### src/rtl/axis_data_check.sv
// AXI4-Stream frame checker: sinks one armed frame, verifies an incrementing
// data pattern and tlast position, and reports pass/fail with a done pulse.
//
// state | meaning
// IDLE  | not armed; o_ready low, stream ignored
// RECV  | receiving and checking beats 0..length-1
// DRAIN | length reached without tlast; swallow beats until tlast
module axis_data_check #(
  parameter int DATA_WIDTH    = 64,
  parameter int LENGTH_WIDTH  = 9,
  parameter int ERR_CNT_WIDTH = 16
) (
  input  logic                      clk,
  input  logic                      sys_arstn,
  input  logic                      i_start,
  input  logic [LENGTH_WIDTH-1:0]   i_length,
  input  logic                      i_hold,
  input  logic [DATA_WIDTH-1:0]     i_data,
  input  logic                      i_valid,
  input  logic [DATA_WIDTH/8-1:0]   i_keep,
  input  logic                      i_last,
  output logic                      o_ready,
  output logic                      o_busy,
  output logic                      o_done,
  output logic                      o_pass,
  output logic                      o_err_data,
  output logic                      o_err_len,
  output logic [LENGTH_WIDTH-1:0]   o_beat_cnt,
  output logic [ERR_CNT_WIDTH-1:0]  o_err_cnt,
  output logic [LENGTH_WIDTH-1:0]   o_first_err_idx
);

  typedef enum logic [1:0] {IDLE, RECV, DRAIN} state_t;

  state_t                   state_q, state_d;
  logic [LENGTH_WIDTH-1:0]  len_q, beat_cnt_q, first_err_q;
  logic [ERR_CNT_WIDTH-1:0] err_cnt_q;
  logic                     err_data_q, err_len_q, pass_q, done_q;
  logic                     err_data_d, err_len_d;
  logic                     accept, start_ok, at_end, mismatch, terminate;

  assign o_ready  = (state_q != IDLE) & ~i_hold;
  assign o_busy   = (state_q != IDLE);
  assign accept   = i_valid & o_ready;
  assign start_ok = (state_q == IDLE) & i_start & (i_length != '0);
  assign at_end   = (beat_cnt_q == len_q - LENGTH_WIDTH'(1));

  always_comb begin
    state_d    = state_q;
    err_data_d = err_data_q;
    err_len_d  = err_len_q;
    mismatch   = 1'b0;
    terminate  = 1'b0;
    case (state_q)
      IDLE: begin
        if (start_ok) state_d = RECV;
      end
      RECV: begin
        if (accept) begin
          mismatch = (i_data != DATA_WIDTH'(beat_cnt_q)) | (i_keep != '1);
          if (mismatch) err_data_d = 1'b1;
          if (i_last) begin
            terminate = 1'b1;
            state_d   = IDLE;
            if (!at_end) err_len_d = 1'b1;
          end else if (at_end) begin
            err_len_d = 1'b1;
            state_d   = DRAIN;
          end
        end
      end
      DRAIN: begin
        if (accept && i_last) begin
          terminate = 1'b1;
          state_d   = IDLE;
        end
      end
      default: state_d = IDLE;
    endcase
  end

  always_ff @(posedge clk or negedge sys_arstn) begin
    if (!sys_arstn) begin
      state_q     <= IDLE;
      len_q       <= '0;
      beat_cnt_q  <= '0;
      first_err_q <= '0;
      err_cnt_q   <= '0;
      err_data_q  <= 1'b0;
      err_len_q   <= 1'b0;
      pass_q      <= 1'b0;
      done_q      <= 1'b0;
    end else begin
      state_q    <= state_d;
      done_q     <= terminate;
      err_data_q <= err_data_d;
      err_len_q  <= err_len_d;
      if (start_ok) begin
        len_q       <= i_length;
        beat_cnt_q  <= '0;
        err_cnt_q   <= '0;
        first_err_q <= '0;
        err_data_q  <= 1'b0;
        err_len_q   <= 1'b0;
        pass_q      <= 1'b0;
      end
      if (accept && state_q == RECV) begin
        beat_cnt_q <= beat_cnt_q + LENGTH_WIDTH'(1);
        if (mismatch) begin
          if (err_cnt_q != '1) err_cnt_q <= err_cnt_q + ERR_CNT_WIDTH'(1);
          // err_data_q still low means this is the frame's first bad beat
          if (!err_data_q) first_err_q <= beat_cnt_q;
        end
      end
      if (accept && state_q == DRAIN && beat_cnt_q != '1)
        beat_cnt_q <= beat_cnt_q + LENGTH_WIDTH'(1);
      if (terminate) pass_q <= ~err_data_d & ~err_len_d;
    end
  end

  assign o_done          = done_q;
  assign o_pass          = pass_q;
  assign o_err_data      = err_data_q;
  assign o_err_len       = err_len_q;
  assign o_beat_cnt      = beat_cnt_q;
  assign o_err_cnt       = err_cnt_q;
  assign o_first_err_idx = first_err_q;

endmodule

### config.mk
export PLATFORM = sky130hd
export DESIGN_NAME = axis_data_check
export DESIGN_NICKNAME = d
export VERILOG_FILES = /design/src/rtl/axis_data_check.sv
export SDC_FILE = /design/constraint.sdc
export NUM_CORES = 1
export LEC_CHECK = 0
export ABC_AREA = 1
export ABC_CLOCK_PERIOD_IN_PS = 4700
export BUFFER_PORTS_ARGS = -buffer_cell sky130_fd_sc_hd__clkbuf_2
export CORE_MARGIN = 2
export CORE_UTILIZATION = 55
export CTS_BUF_LIST = sky130_fd_sc_hd__clkbuf_8
export CTS_CLUSTER_SIZE = 20
export DETAILED_ROUTE_END_ITERATION = 8
export HOLD_SLACK_MARGIN = 0.03
export PLACE_DENSITY = 0.9
export SKIP_LAST_GASP = 1
export SYNTH_ARGS = -nofsm -noshare
export SYNTH_HDL_FRONTEND = slang
export SYNTH_SLANG_ARGS = --single-unit
### constraint.sdc
create_clock -name clk -period 4.7 [get_ports clk]
set_input_delay 0.94 -clock clk [delete_from_list [all_inputs] [get_ports clk]]
set_output_delay 0.94 -clock clk [all_outputs]
set_load 0.02 [all_outputs]
==> flow_summary.html, run 1 <==
<table>
<tr><th>Metric</th><th>Value</th></tr>
<tr><th colspan="2">Critical path</th></tr>
<tr><td>Classification of the worst setup path</td><td>in2reg</td></tr>
<tr><td>Data arrival time of the critical path</td><td>2.93 ns</td></tr>
<tr><td>Maximum fanout along the worst path</td><td>35</td></tr>
<tr><td>Reg-to-reg setup timing slack</td><td>2.31 ns</td></tr>
<tr><td>Endpoint class of the critical path</td><td>register</td></tr>
<tr><td>Element type at the critical path start</td><td>input pin</td></tr>
<tr><td>Critical Path RT</td><td>4.96 ns</td></tr>
<tr><th colspan="2">Global route</th></tr>
<tr><td>Global-route usage over all layers</td><td>28.4%</td></tr>
<tr><td>Antenna violations before repair</td><td>0</td></tr>
<tr><td>Global route total overflow</td><td>0</td></tr>
<tr><td>Vias in the first global route</td><td>3360</td></tr>
<tr><td>Maximum number of pins on one net before global-route repair</td><td>50</td></tr>
<tr><td>First-pass GRT wire length</td><td>14800 um</td></tr>
<tr><th colspan="2">Power</th></tr>
<tr><td>Share of total power in combinational logic</td><td>39.6%</td></tr>
<tr><td>Pwr/cell area</td><td>352 nW/um2</td></tr>
<tr><td>Static power due to leakage</td><td>2.24 nW</td></tr>
<tr><td>Fraction of power consumed by sequential logic</td><td>38.4%</td></tr>
<tr><td>Share of total power consumed by net switching</td><td>40.6%</td></tr>
<tr><td>Internal power consumption</td><td>0.000866 W</td></tr>
<tr><td>Clock power share</td><td>22.0%</td></tr>
<tr><td>VDD IR max</td><td>0.270 mV</td></tr>
<tr><td>Switch Pwr</td><td>0.000591 W</td></tr>
<tr><th colspan="2">Final layout</th></tr>
<tr><td>Layout overhead on the synthesized area</td><td>22.8%</td></tr>
<tr><td>Ant. Diodes</td><td>0</td></tr>
<tr><td>Share of cells above drive strength 1</td><td>30.4%</td></tr>
<tr><td>Total number of nets in the final design</td><td>678</td></tr>
<tr><td>Core occupancy in the finished layout</td><td>69.9%</td></tr>
<tr><th colspan="2">Job</th></tr>
<tr><td>Number of maximum-capacitance violations</td><td>0</td></tr>
<tr><th colspan="2">Drt</th></tr>
<tr><td>Mean number of vias per cell</td><td>5.43</td></tr>
<tr><td>Number of iterations in the first detailed-routing pass</td><td>5</td></tr>
<tr><td>Vias after detailed routing</td><td>3581</td></tr>
<tr><td>Total Routed Length</td><td>9160 um</td></tr>
<tr><td>Antenna viol nets, final</td><td>0</td></tr>
<tr><td>Average wire per cell in the routed design</td><td>13.9 um</td></tr>
<tr><td>Post-route DRC violation count</td><td>0</td></tr>
<tr><td>Iteration-0 DRC Markers</td><td>240</td></tr>
<tr><th colspan="2">Die</th></tr>
<tr><td>Count of standard-cell rows</td><td>28</td></tr>
<tr><td>Die width</td><td>82.3 um</td></tr>
<tr><td>Die span in y</td><td>82.3 um</td></tr>
<tr><td>Area enclosed by the die boundary</td><td>6770 um2</td></tr>
<tr><td>Area inside the core boundary</td><td>5920 um2</td></tr>
<tr><td>I/O pins</td><td>127</td></tr>
<tr><td>Effective utilization at floorplan</td><td>56.9%</td></tr>
<tr><th colspan="2">Synthesis</th></tr>
<tr><td>Portion of synthesized cell area occupied by the leading cell type</td><td>36.4%</td></tr>
<tr><td>Post-synthesis instance area</td><td>3370 um2</td></tr>
<tr><td>Post-synth top area cell</td><td>dfrtp_1</td></tr>
<tr><td>Synth Warn #</td><td>0</td></tr>
<tr><td>Top-count cell post-synth</td><td>nand2_1</td></tr>
<tr><td>Cells after Synth</td><td>462</td></tr>
<tr><td>Net Count, Synth</td><td>556</td></tr>
<tr><td>EDFF count, synth</td><td>0</td></tr>
<tr><td>Netlist cell types</td><td>38</td></tr>
<tr><td>Synthesized flop and latch total</td><td>49</td></tr>
<tr><td>Proportion of synthesized chip area in sequential cells</td><td>36.4%</td></tr>
<tr><td>Primary flip-flop cell chosen by synthesis mapping</td><td>dfrtp_1</td></tr>
<tr><td>Cell types with the highest counts after synthesis</td><td>122 x nand2_1, 62 x nor2_1, 53 x nand3_1</td></tr>
<tr><td>Average cell area after synthesis</td><td>7.30 um2</td></tr>
<tr><td>Top post-synthesis cells by area</td><td>dfrtp_1 36%, nand2_1 14%, nand3_1 7.9%, nor2_1 6.9%, inv_1 3.6%</td></tr>
<tr><td>FFs w/ async S/R, synth</td><td>100%</td></tr>
<tr><th colspan="2">STA</th></tr>
<tr><td>RSZ-0062 raised after global routing</td><td>no</td></tr>
<tr><td>Fin. Hold Viols</td><td>0</td></tr>
<tr><td>Accumulated negative setup slack</td><td>0 ns</td></tr>
<tr><td>Period minus WS final</td><td>2.67 ns</td></tr>
<tr><td>Worst Skew</td><td>0.0132 ns</td></tr>
<tr><td>Slew at the pin closest to its max-slew limit</td><td>0.712 ns</td></tr>
<tr><td>Worst slew margin relative to its limit</td><td>52.5%</td></tr>
<tr><td>Final slew viol count</td><td>0</td></tr>
<tr><td>Top achievable clock speed</td><td>374 MHz</td></tr>
<tr><td>Number of failing setup endpoints in the final timing report</td><td>0</td></tr>
<tr><td>Period Utilization, post-route</td><td>56.8%</td></tr>
<tr><th colspan="2">Place</th></tr>
<tr><td>Final HPWL from detailed placement</td><td>7060 um</td></tr>
<tr><td>Final estimated routing congestion in global placement</td><td>0.909</td></tr>
<tr><td>Total of buffers placed on input and output ports</td><td>126</td></tr>
<tr><th colspan="2">Clocking</th></tr>
<tr><td>Post-CTS setup buffer count</td><td>0</td></tr>
<tr><td>CTS Root Cell</td><td>clkbuf_8</td></tr>
<tr><td>Clock sink count</td><td>49</td></tr>
<tr><td>Buffers from clock root to sink, at most</td><td>2</td></tr>
<tr><td>Post-cts sizing count</td><td>0</td></tr>
<tr><td>Post-CTS clock slew at the launch and capture registers of the worst setup and hold paths</td><td>0.10 ns</td></tr>
<tr><td>CTS Hold Buffers Added</td><td>0</td></tr>
<tr><td>TritonCTS Buffers</td><td>5</td></tr>
<tr><td>Clock latency of the later-clocked register in the worst-skew pair</td><td>0.32 ns</td></tr>
<tr><td>Number of levels in the clock H-tree</td><td>2</td></tr>
<tr><td>Clock tree from TritonCTS</td><td>done</td></tr>
<tr><th colspan="2">Outcome</th></tr>
<tr><td>Result of the run</td><td>finished, final reports clean</td></tr>
<tr><th colspan="2">Min path</th></tr>
<tr><td>Min-Delay Path Class</td><td>reg2reg</td></tr>
</table>
## layout make-up
type / instances / area (um2)
multi-input cells: 350 / 1870
fillers: 495 / 1780
flip-flops and latches: 49 / 1230
repair buffers: 127 / 638
inverters: 51 / 191
well taps: 75 / 93.8
clock buffers: 6 / 82.6
clock inverters: 2 / 37.5
## cells by family (layout without fill, tap and decap cells)
| logic type | after synthesis | in the layout | synth area share, % |
|---|---|---|---|
| simple gates | 274 | 274 | 38.0 |
| buf+inv | 63 | 186 | 8.13 |
| flops | 49 | 49 | 36.4 |
| compound gates | 43 | 43 | 7.76 |
| xor+xnor | 26 | 26 | 7.16 |
| fa+ha+maj | 7 | 7 | 2.60 |
## state kept, by name, summed over array words and instances, names as in the netlist
| register | flops |
|---|---|
| o_done | 1 |
| state_q | 2 |
| o_first_err_idx | 9 |
| o_err_data | 1 |
| o_pass | 1 |
| len_q | 9 |
| o_err_cnt | 16 |
| o_beat_cnt | 9 |
| o_err_len | 1 |
## worst max-delay path, cell delays in order
cell and delay [ns]:
clkbuf_2 0.09, nor4_1 0.32, nand3_1 0.13, nand3_2 0.50, nand2_1 0.18, or2_1 0.41
nand2_1 0.11, nand3_1 0.10, nand2_1 0.12
## layout by cell type (no fill, tap or decap)
cell        synthesis  layout
nand3_1            53      53
nand3_2             2       2
nand2_1           122     122
nor4_1              4       4
nand4_4             1       1
o22ai_1             4       4
nor2_8              1       1
o21ai_0             5       5
ha_1                7       7
nor2_1             62      62
clkinvlp_4          0       1
xor2_1             12      12
clkbuf_8            0       6
xnor2_1            13      13
clkinv_1            1       1
nor2_2              4       4
nor3_2              2       2
bufinv_16           0       1
xnor3_1             1       1
buf_4               1       1
nand2_4             2       2
nand4_1            11      11
o21ai_2             9       9
a31oi_1             1       1
a22oi_1             1       1
clkbuf_2            0     126
o32ai_1             1       1
inv_2              18      18
o21ai_1            18      18
or2_1               2       2
inv_1              32      32
nor3_4              1       1
nor3_1              4       4
nor4_2              1       1
nor4_4              1       1
a21oi_1             4       4
dfrtp_1            49      49
nor3b_4             1       1
## final timing paths
path,start,endpoint,cells after the start
hold / removal,state_q[0],state_q[0],2
max in group asynchronous,sys_arstn,o_first_err_idx[1],2
min in group asynchronous,sys_arstn,len_q[3],2
setup reg to reg,state_q[0],o_err_cnt[4],8
hold reg to reg,state_q[0],state_q[0],2
setup / recovery,i_length[1],o_err_cnt[4],9
## metal layers
| layer | up-vias | part of all wire (%) | track usage (%) |
|---|---|---|---|
| met5 | - | 0 | 0 |
| met4 | 0 | 2.5 | 10.2 |
| met3 | 24 | 7.7 | 4.02 |
| met2 | 168 | 49 | 48.4 |
| met1 | 1649 | 41 | 36.7 |
| li1 | 1740 | - | - |
## stage by stage
stage | area [um2] | hold WS (ns) | worst slack [ns] | instances | power (W)
2_1_floorplan | 3370 | 0.472 | 2.41 | 462 | 0.000976
3_3_place_gp | 4020 | 0.487 | 1.89 | 652 | 0.00111
3_5_place_dp | 4020 | 0.517 | 1.78 | 652 | 0.00114
4_1_cts | 4140 | 0.540 | 2.04 | 660 | 0.00146
5_1_grt | 4140 | 0.562 | 1.83 | 660 | 0.00157
6_report | 4140 | 0.545 | 2.03 | 660 | 0.00146
## power by group through the flow
stage	Combinational, W	Sequential (W)	Clock, W
2_1_floorplan	0.000399	0.000577	0
3_3_place_gp	0.000551	0.000562	0
3_5_place_dp	0.000568	0.000568	0
4_1_cts	0.000575	0.000559	0.000321
5_1_grt	0.000659	0.000571	0.000343
6_report	0.000577	0.000560	0.000321
(Power assumes the default switching activity.)
==> run 2, diff against run 1 <==
--- a/config.mk
+++ b/config.mk
@@ -6,15 +6,15 @@
 export NUM_CORES = 1
 export LEC_CHECK = 0
 export ABC_AREA = 1
-export ABC_CLOCK_PERIOD_IN_PS = 4700
+export ABC_CLOCK_PERIOD_IN_PS = 2200
 export BUFFER_PORTS_ARGS = -buffer_cell sky130_fd_sc_hd__clkbuf_2
 export CORE_MARGIN = 2
-export CORE_UTILIZATION = 55
+export CORE_UTILIZATION = 46
 export CTS_BUF_LIST = sky130_fd_sc_hd__clkbuf_8
 export CTS_CLUSTER_SIZE = 20
 export DETAILED_ROUTE_END_ITERATION = 8
 export HOLD_SLACK_MARGIN = 0.03
-export PLACE_DENSITY = 0.9
+export PLACE_DENSITY = 0.81
 export SKIP_LAST_GASP = 1
 export SYNTH_ARGS = -nofsm -noshare
 export SYNTH_HDL_FRONTEND = slang
==> constraint.sdc (replaced) <==
create_clock -name clk -period 2.2 [get_ports clk]
set_input_delay 0.44 -clock clk [delete_from_list [all_inputs] [get_ports clk]]
set_output_delay 0.44 -clock clk [all_outputs]
set_load 0.02 [all_outputs]
==> run 2 against run 1 <==
Compared with the run above: wire length increased by 0.35%; die area is 19% higher; cell count is 5.0% higher; register-to-register slack worse by 2.2 ns; combinational power up 130%; first-iteration DRC count decreased by 18%; highest routed layer unchanged; clock power rose by 86%; sequential power grew 110%; critical path depth is 2 higher; global-route usage fell by 4.4 points; flip-flop and latch count did not move; count of clock-buffer cells in the layout shrank 1.
==> flow_summary.html, run 2 (synthesized netlist as in run 1, its figures left out) <==
<table>
<tr><th>Metric</th><th>Value</th></tr>
<tr><th colspan="2">Die</th></tr>
<tr><td>Effective utilization at floorplan</td><td>47.0%</td></tr>
<tr><td>Area enclosed by the die boundary</td><td>8030 um2</td></tr>
<tr><td>Count of standard-cell rows</td><td>31</td></tr>
<tr><td>Area inside the core boundary</td><td>7180 um2</td></tr>
<tr><td>Die width</td><td>89.6 um</td></tr>
<tr><td>Die span in y</td><td>89.6 um</td></tr>
<tr><td>I/O pins</td><td>127</td></tr>
<tr><th colspan="2">Critical path</th></tr>
<tr><td>Reg-to-reg setup timing slack</td><td>0.14 ns</td></tr>
<tr><td>Depth of the worst register-to-register path</td><td>11</td></tr>
<tr><td>Largest stage delay, worst path</td><td>0.46 ns</td></tr>
<tr><td>Start of the worst register-to-register path</td><td>o_beat_cnt[1]</td></tr>
<tr><td>Endpoint class of the critical path</td><td>register</td></tr>
<tr><td>Critical Path RT</td><td>2.42 ns</td></tr>
<tr><td>Classification of the worst setup path</td><td>reg2reg</td></tr>
<tr><td>Element type at the critical path start</td><td>register</td></tr>
<tr><td>Maximum fanout along the worst path</td><td>5</td></tr>
<tr><td>Capturing instance or port of the critical path</td><td>o_beat_cnt[7]</td></tr>
<tr><td>Endpoint of the worst register-to-register path</td><td>o_beat_cnt[7]</td></tr>
<tr><td>Timing startpoint of the critical path</td><td>o_beat_cnt[1]</td></tr>
<tr><td>Chain of cells forming the critical path</td><td>ha_1 &gt; nand3_1 &gt; nor2_2 &gt; nand3_1 &gt; nor2_1 &gt; ha_1 &gt; o21ai_1 &gt; buf_4 &gt; nand4_1 &gt; nand3_1 &gt; o21ai_1</td></tr>
<tr><td>Data arrival time of the critical path</td><td>2.27 ns</td></tr>
<tr><td>Most repeated library cell on the critical path</td><td>nand3_1</td></tr>
<tr><td>Cell with the largest stage delay on the worst path</td><td>dfrtp_2</td></tr>
<tr><th colspan="2">Final layout</th></tr>
<tr><td>Ant. Diodes</td><td>0</td></tr>
<tr><td>Most frequent cells in the layout</td><td>126 x clkbuf_2, 121 x nand2_1, 61 x nor2_1</td></tr>
<tr><td>Most frequent standard cell in the layout excluding fill and tap cells</td><td>clkbuf_2</td></tr>
<tr><td>Layout overhead on the synthesized area</td><td>25.6%</td></tr>
<tr><td>Share of cells above drive strength 1</td><td>32.0%</td></tr>
<tr><td>Flip-flop count of the largest register after layout</td><td>16</td></tr>
<tr><td>Total number of nets in the final design</td><td>687</td></tr>
<tr><th colspan="2">Place</th></tr>
<tr><td>Final estimated routing congestion in global placement</td><td>0.910</td></tr>
<tr><td>Total of buffers placed on input and output ports</td><td>126</td></tr>
<tr><td>Setup Slack @ Placement</td><td>0.0915 ns</td></tr>
<tr><td>Final HPWL from detailed placement</td><td>7280 um</td></tr>
<tr><th colspan="2">Drt</th></tr>
<tr><td>Total Routed Length</td><td>9190 um</td></tr>
<tr><td>Number of iterations in the first detailed-routing pass</td><td>5</td></tr>
<tr><td>Iteration-0 DRC Markers</td><td>196</td></tr>
<tr><td>Vias after detailed routing</td><td>3488</td></tr>
<tr><td>Mean number of vias per cell</td><td>5.03</td></tr>
<tr><td>Post-route DRC violation count</td><td>0</td></tr>
<tr><td>Average wire per cell in the routed design</td><td>13.3 um</td></tr>
<tr><td>Antenna viol nets, final</td><td>0</td></tr>
<tr><th colspan="2">Global route</th></tr>
<tr><td>Maximum number of pins on one net before global-route repair</td><td>28</td></tr>
<tr><td>First-pass GRT wire length</td><td>15100 um</td></tr>
<tr><td>Global-route usage over all layers</td><td>23.9%</td></tr>
<tr><td>Vias in the first global route</td><td>3363</td></tr>
<tr><td>Global route total overflow</td><td>0</td></tr>
<tr><td>Antenna violations before repair</td><td>0</td></tr>
<tr><th colspan="2">STA</th></tr>
<tr><td>Slew at the pin closest to its max-slew limit</td><td>0.643 ns</td></tr>
<tr><td>Final slew viol count</td><td>0</td></tr>
<tr><td>Number of failing setup endpoints in the final timing report</td><td>0</td></tr>
<tr><td>Top achievable clock speed</td><td>486 MHz</td></tr>
<tr><td>Period minus WS final</td><td>2.06 ns</td></tr>
<tr><td>Worst Skew</td><td>0.0118 ns</td></tr>
<tr><td>Period Utilization, post-route</td><td>93.4%</td></tr>
<tr><td>Worst path setup slack after routing</td><td>0.144 ns</td></tr>
<tr><td>Worst slew margin relative to its limit</td><td>57.1%</td></tr>
<tr><td>RSZ-0062 raised after global routing</td><td>no</td></tr>
<tr><td>Fin. Hold Viols</td><td>0</td></tr>
<tr><td>Accumulated negative setup slack</td><td>0 ns</td></tr>
<tr><th colspan="2">Clocking</th></tr>
<tr><td>CTS Hold Buffers Added</td><td>0</td></tr>
<tr><td>Number of levels in the clock H-tree</td><td>2</td></tr>
<tr><td>Post-CTS clock slew at the launch and capture registers of the worst setup and hold paths</td><td>0.11 ns</td></tr>
<tr><td>TritonCTS Buffers</td><td>5</td></tr>
<tr><td>Clock latency of the later-clocked register in the worst-skew pair</td><td>0.32 ns</td></tr>
<tr><td>CTS Root Cell</td><td>clkbuf_8</td></tr>
<tr><td>Buffers from clock root to sink, at most</td><td>2</td></tr>
<tr><td>Post-CTS setup buffer count</td><td>0</td></tr>
<tr><td>Clock sink count</td><td>49</td></tr>
<tr><td>Clock tree from TritonCTS</td><td>done</td></tr>
<tr><th colspan="2">Power</th></tr>
<tr><td>VDD IR max</td><td>0.459 mV</td></tr>
<tr><td>Fraction of power consumed by sequential logic</td><td>38.0%</td></tr>
<tr><td>Share of total power consumed by net switching</td><td>42.9%</td></tr>
<tr><td>Switch Pwr</td><td>0.00133 W</td></tr>
<tr><td>Pwr/cell area</td><td>730 nW/um2</td></tr>
<tr><td>Clock power share</td><td>19.3%</td></tr>
<tr><td>Static power due to leakage</td><td>2.29 nW</td></tr>
<tr><td>Share of total power in combinational logic</td><td>42.7%</td></tr>
<tr><td>Internal power consumption</td><td>0.00176 W</td></tr>
<tr><th colspan="2">Min path</th></tr>
<tr><td>Min-Delay Path Class</td><td>in2async</td></tr>
<tr><th colspan="2">Job</th></tr>
<tr><td>Number of maximum-capacitance violations</td><td>0</td></tr>
<tr><th colspan="2">Outcome</th></tr>
<tr><td>Result of the run</td><td>finished, final reports clean</td></tr>
</table>
-- run 2: cell type report --
cell class,instances,area [um2]
Multi-Input combinational cell,350,1880
Fill cell,674,2940
Sequential cell,49,1230
Inverter,51,191
Tap cell,99,124
Clock inverter,3,28.8
Timing Repair Buffer,136,718
Clock buffer,5,68.8
-- run 2: repair_timing --
action                     in CTS  in global routing
setup endpoints to repair       0                  6
hold endpoints to repair        0                  0
gates resized for setup         0                  4
-- run 2: critical path: cells and delay by family (launching register included) --
| kind | cells | cell delay, ns |
|---|---|---|
| buffers and inverters | 1 | 0.17 |
| AND/OR/NAND/NOR | 6 | 0.64 |
| AO/OA/AOI/OAI | 2 | 0.28 |
| flip-flops | 1 | 0.46 |
| adder cells (fa/ha/maj) | 2 | 0.39 |
-- run 2: per-layer routing --
metal  share of wire, %  global-route usage (%)
met1                 44                    31.2
met2                 48                    41.0
met3                6.5                    4.94
met4               0.92                    5.43
met5                  0                       0
-- run 2: stage by stage --
stage | area, um2 | hold WS (ns) | util [%] | instances | power, W
2_1_floorplan | 3370 | 0.144 | - | 462 | 0.00209
3_3_place_gp | 4130 | 0.481 | 57.6 | 685 | 0.00245
3_5_place_dp | 4130 | 0.490 | 57.6 | 685 | 0.00250
4_1_cts | 4230 | 0.148 | 58.9 | 693 | 0.00308
5_1_grt | 4230 | 0.164 | 59.0 | 693 | 0.00333
6_report | 4230 | 0.129 | 59.0 | 693 | 0.00309
-- run 2: power groups by stage --
| stage | combinational, W | clock, W | sequential, W |
|---|---|---|---|
| 2_1_floorplan | 0.000852 | 0 | 0.00123 |
| 6_report | 0.00132 | 0.000597 | 0.00118 |
| 4_1_cts | 0.00131 | 0.000598 | 0.00117 |
| 5_1_grt | 0.00149 | 0.000643 | 0.00120 |
| 3_5_place_dp | 0.00130 | 0 | 0.00119 |
| 3_3_place_gp | 0.00127 | 0 | 0.00118 |
-- run 2: how the worst min path moves through the flow --
stage,depth (start not counted),slack (ns),to,start
2_1_floorplan,0,0.14,len_q[0],sys_arstn
3_5_place_dp,1,0.49,o_err_cnt[8],sys_arstn
4_1_cts,1,0.15,len_q[6],sys_arstn
5_1_grt,1,0.16,o_done,sys_arstn
6_report,1,0.13,o_err_cnt[8],sys_arstn
3_3_place_gp,1,0.48,o_err_cnt[8],sys_arstn
==> run 3, diff against run 2 <==
--- a/config.mk
+++ b/config.mk
@@ -5,11 +5,10 @@
 export SDC_FILE = /design/constraint.sdc
 export NUM_CORES = 1
 export LEC_CHECK = 0
-export ABC_AREA = 1
 export ABC_CLOCK_PERIOD_IN_PS = 2200
 export BUFFER_PORTS_ARGS = -buffer_cell sky130_fd_sc_hd__clkbuf_2
 export CORE_MARGIN = 2
-export CORE_UTILIZATION = 46
+export CORE_UTILIZATION = 45
 export CTS_BUF_LIST = sky130_fd_sc_hd__clkbuf_8
 export CTS_CLUSTER_SIZE = 20
 export DETAILED_ROUTE_END_ITERATION = 8
==> run 3 against run 2 <==
Compared with the run above: the run now ends with design-rule violations, negative setup slack left; maximum frequency down 13%; wire length up 3.6%; combinational power up 48%; via count down 3.7%; area after synthesis down 11%; non-clock buffer count up 40; critical path depth down 4; die area down 8.3%; design area up 3.1%; largest cell class unchanged.
==> flow_summary.html, run 3 <==
<table>
<tr><th>Metric</th><th>Value</th></tr>
<tr><th colspan="2">Power</th></tr>
<tr><td>Static power due to leakage</td><td>2.12 nW</td></tr>
<tr><td>Share of total power consumed by net switching</td><td>41.4%</td></tr>
<tr><td>Internal power consumption</td><td>0.00219 W</td></tr>
<tr><td>VDD IR max</td><td>0.506 mV</td></tr>
<tr><td>Fraction of power consumed by sequential logic</td><td>32.8%</td></tr>
<tr><td>Pwr/cell area</td><td>857 nW/um2</td></tr>
<tr><td>Share of total power in combinational logic</td><td>52.4%</td></tr>
<tr><td>Clock power share</td><td>14.9%</td></tr>
<tr><td>Switch Pwr</td><td>0.00155 W</td></tr>
<tr><th colspan="2">Global route</th></tr>
<tr><td>Met3 capacity usage during global routing</td><td>3.18%</td></tr>
<tr><td>Global route total overflow</td><td>0</td></tr>
<tr><td>Met2 Resource Use GR</td><td>44.6%</td></tr>
<tr><td>Met1 Resource Use GR</td><td>29.0%</td></tr>
<tr><td>Antenna violations before repair</td><td>0</td></tr>
<tr><td>Maximum number of pins on one net before global-route repair</td><td>32</td></tr>
<tr><td>First-pass GRT wire length</td><td>14400 um</td></tr>
<tr><td>Vias in the first global route</td><td>3180</td></tr>
<tr><td>Gr busiest metal</td><td>met2</td></tr>
<tr><td>Global-route usage over all layers</td><td>24.6%</td></tr>
<tr><th colspan="2">Synthesis</th></tr>
<tr><td>Cell types with the highest counts after synthesis</td><td>62 x nand2_1, 49 x dfrtp_1, 27 x o21ai_0</td></tr>
<tr><td>Post-synth top area cell</td><td>dfrtp_1</td></tr>
<tr><td>Cells after Synth</td><td>345</td></tr>
<tr><td>Netlist cell types</td><td>54</td></tr>
<tr><td>Portion of synthesized cell area occupied by the leading cell type</td><td>40.7%</td></tr>
<tr><td>Net Count, Synth</td><td>439</td></tr>
<tr><td>Average cell area after synthesis</td><td>8.73 um2</td></tr>
<tr><td>EDFF count, synth</td><td>0</td></tr>
<tr><td>Proportion of synthesized chip area in sequential cells</td><td>40.7%</td></tr>
<tr><td>Top post-synthesis cells by area</td><td>dfrtp_1 41%, nand2_1 7.7%, o21ai_0 4.5%, nand3_1 4.0%, nor4_1 3.5%</td></tr>
<tr><td>Post-synthesis instance area</td><td>3010 um2</td></tr>
<tr><td>Synthesized flop and latch total</td><td>49</td></tr>
<tr><td>Synth Warn #</td><td>0</td></tr>
<tr><td>Top-count cell post-synth</td><td>nand2_1</td></tr>
<tr><td>FFs w/ async S/R, synth</td><td>100%</td></tr>
<tr><td>Primary flip-flop cell chosen by synthesis mapping</td><td>dfrtp_1</td></tr>
<tr><th colspan="2">Clocking</th></tr>
<tr><td>Clock sink count</td><td>49</td></tr>
<tr><td>Clock tree from TritonCTS</td><td>done</td></tr>
<tr><td>CTS Hold Buffers Added</td><td>0</td></tr>
<tr><td>Buffers from clock root to sink, at most</td><td>2</td></tr>
<tr><td>Number of levels in the clock H-tree</td><td>2</td></tr>
<tr><td>Clock latency of the later-clocked register in the worst-skew pair</td><td>0.31 ns</td></tr>
<tr><td>CTS Root Cell</td><td>clkbuf_8</td></tr>
<tr><td>Post-CTS clock slew at the launch and capture registers of the worst setup and hold paths</td><td>0.10 ns</td></tr>
<tr><td>TritonCTS Buffers</td><td>5</td></tr>
<tr><th colspan="2">Drt</th></tr>
<tr><td>Iteration-0 DRC Markers</td><td>233</td></tr>
<tr><td>Vias after detailed routing</td><td>3358</td></tr>
<tr><td>Number of iterations in the first detailed-routing pass</td><td>9</td></tr>
<tr><td>Mean number of vias per cell</td><td>5.71</td></tr>
<tr><td>Average wire per cell in the routed design</td><td>16.2 um</td></tr>
<tr><td>Total Routed Length</td><td>9520 um</td></tr>
<tr><td>Post-route DRC violation count</td><td>15</td></tr>
<tr><td>Antenna viol nets, final</td><td>0</td></tr>
<tr><th colspan="2">Final layout</th></tr>
<tr><td>Ant. Diodes</td><td>0</td></tr>
<tr><td>Most frequent standard cell in the layout excluding fill and tap cells</td><td>clkbuf_2</td></tr>
<tr><td>Filler Cells Inserted</td><td>485</td></tr>
<tr><td>Total number of nets in the final design</td><td>604</td></tr>
<tr><td>Share of cells above drive strength 1</td><td>44.8%</td></tr>
<tr><td>Count of non-filler cells in the finished layout</td><td>588</td></tr>
<tr><td>Most frequent cells in the layout</td><td>126 x clkbuf_2, 60 x nand2_1, 46 x buf_4</td></tr>
<tr><td>Layout overhead on the synthesized area</td><td>45.1%</td></tr>
<tr><td>Flip-flop count of the largest register after layout</td><td>16</td></tr>
<tr><th colspan="2">Critical path</th></tr>
<tr><td>Endpoint class of the critical path</td><td>register</td></tr>
<tr><td>Maximum fanout along the worst path</td><td>3</td></tr>
<tr><td>Reg-to-reg setup timing slack</td><td>-0.15 ns</td></tr>
<tr><td>Data arrival time of the critical path</td><td>2.60 ns</td></tr>
<tr><td>Critical Path RT</td><td>2.45 ns</td></tr>
<tr><td>Element type at the critical path start</td><td>register</td></tr>
<tr><td>Classification of the worst setup path</td><td>reg2reg</td></tr>
<tr><td>Timing startpoint of the critical path</td><td>len_q[4]</td></tr>
<tr><td>Start of the worst register-to-register path</td><td>len_q[4]</td></tr>
<tr><th colspan="2">Die</th></tr>
<tr><td>Area inside the core boundary</td><td>6420 um2</td></tr>
<tr><td>Die width</td><td>85.8 um</td></tr>
<tr><td>I/O pins</td><td>127</td></tr>
<tr><td>Area enclosed by the die boundary</td><td>7360 um2</td></tr>
<tr><td>Count of standard-cell rows</td><td>29</td></tr>
<tr><td>Effective utilization at floorplan</td><td>46.9%</td></tr>
<tr><td>Die span in y</td><td>85.8 um</td></tr>
<tr><th colspan="2">Outcome</th></tr>
<tr><td>Result of the run</td><td>finished with violations</td></tr>
<tr><td>Failing checks</td><td>design-rule violations, negative setup slack</td></tr>
<tr><th colspan="2">STA</th></tr>
<tr><td>Worst hold margin</td><td>0.0845 ns</td></tr>
<tr><td>Worst slew margin relative to its limit</td><td>64.4%</td></tr>
<tr><td>Worst path setup slack after routing</td><td>-0.151 ns</td></tr>
<tr><td>Period minus WS final</td><td>2.35 ns</td></tr>
<tr><td>Final slew viol count</td><td>0</td></tr>
<tr><td>Fin. Hold Viols</td><td>0</td></tr>
<tr><td>Number of failing setup endpoints in the final timing report</td><td>4</td></tr>
<tr><td>Worst Skew</td><td>0.0122 ns</td></tr>
<tr><td>Top achievable clock speed</td><td>425 MHz</td></tr>
<tr><td>RSZ-0062 raised after global routing</td><td>yes</td></tr>
<tr><td>Slew at the pin closest to its max-slew limit</td><td>0.529 ns</td></tr>
<tr><td>Period Utilization, post-route</td><td>107%</td></tr>
<tr><th colspan="2">Min path</th></tr>
<tr><td>Min-Delay Path Class</td><td>in2async</td></tr>
<tr><th colspan="2">Place</th></tr>
<tr><td>Post-placement cell count</td><td>574</td></tr>
<tr><td>Total of buffers placed on input and output ports</td><td>126</td></tr>
<tr><td>Final estimated routing congestion in global placement</td><td>0.907</td></tr>
<tr><td>Final HPWL from detailed placement</td><td>7240 um</td></tr>
<tr><th colspan="2">Job</th></tr>
<tr><td>Number of maximum-capacitance violations</td><td>0</td></tr>
</table>
-- run 3: changes by cell type in the layout (fill, tap and decap cells not counted), moves of 6 or more --
cell     delta
buf_4      +37
dfrtp_2     +6
nand2_1    -61
inv_1      -21
nand3_1    -29
nor4_1     +10
inv_2      -16
dfrtp_1     -6
o21ai_2     -8
o21ai_1    -15
nor2_1     -46
o21ai_0    +19
-- run 3: area by class of cell --
cell class	instances	area (um2)	share of cell area, %
clock buffer	6	82.6	1.89
clock inverter	2	11.3	0.258
inverter	12	45.0	1.03
multi-input combinational	266	1870	42.8
sequential	49	1230	28.3
tap	77	96.3	2.21
timing repair buffer	176	1030	23.6
-- run 3: power groups by stage --
stage	Clock [W]	Sequential, W	Combinational (W)
floorplan	0	0.00125	0.000970
global placement	0	0.00120	0.00161
detailed placement	0	0.00121	0.00166
CTS	0.000561	0.00120	0.00170
global route	0.000587	0.00125	0.00213
finish	0.000556	0.00123	0.00196
-- run 3: metal layers --
metal	share of wire (%)	vias to the layer above
met1	38	1588
met5	0	-
met3	7.2	27
met2	52	158
met4	3.2	0
li1	-	1585
-- run 3: final timing paths --
path | endpoint | cells after the start
hold / removal | o_err_cnt[4] | 1
setup reg to reg | o_err_len | 7
hold reg to reg | o_err_cnt[8] | 1
min in group clk | len_q[6] | 3
max in group asynchronous | len_q[6] | 2
setup / recovery | o_err_len | 7
-- run 3: timing repair --
action | CTS | global route
pin swaps | 6 | 12
gates resized for setup | 6 | 44
setup buffers | 1 | 6
endpoints found under the setup margin | 27 | 33
-- run 3: logic make-up after synthesis --
family | share of synthesized area [%]
flip-flops | 40.7
multiplexers | 2.08
adder cells (fa/ha/maj) | 2.91
XOR/XNOR | 6.90
buffers and inverters | 5.53
AO/OA/AOI/OAI | 15.8
AND/OR/NAND/NOR | 26.0
-- run 3: critical path, stage by stage (launching register included) --
cell and delay [ns]:
dfrtp_1 0.39, or3_4 0.41, o31a_1 0.26, a221oi_2 0.22, o211ai_1 0.19, or4_4 0.56, a21oi_4 0.14, o21a_1 0.13
-- run 3: through the flow --
stage | setup TNS, ns | area (um2) | setup WS (ns) | utilization [%] | total power, W
CTS | -0.377 | 4130 | -0.143 | 64.2 | 0.00346
global route | -0.949 | 4370 | -0.233 | 68.0 | 0.00396
floorplan | -0.0714 | 3060 | -0.0374 | - | 0.00222
detailed placement | -6.22 | 4000 | -0.303 | 62.3 | 0.00288
finish | -0.463 | 4370 | -0.151 | 68.0 | 0.00374
global placement | -4.51 | 4000 | -0.222 | 62.3 | 0.00282
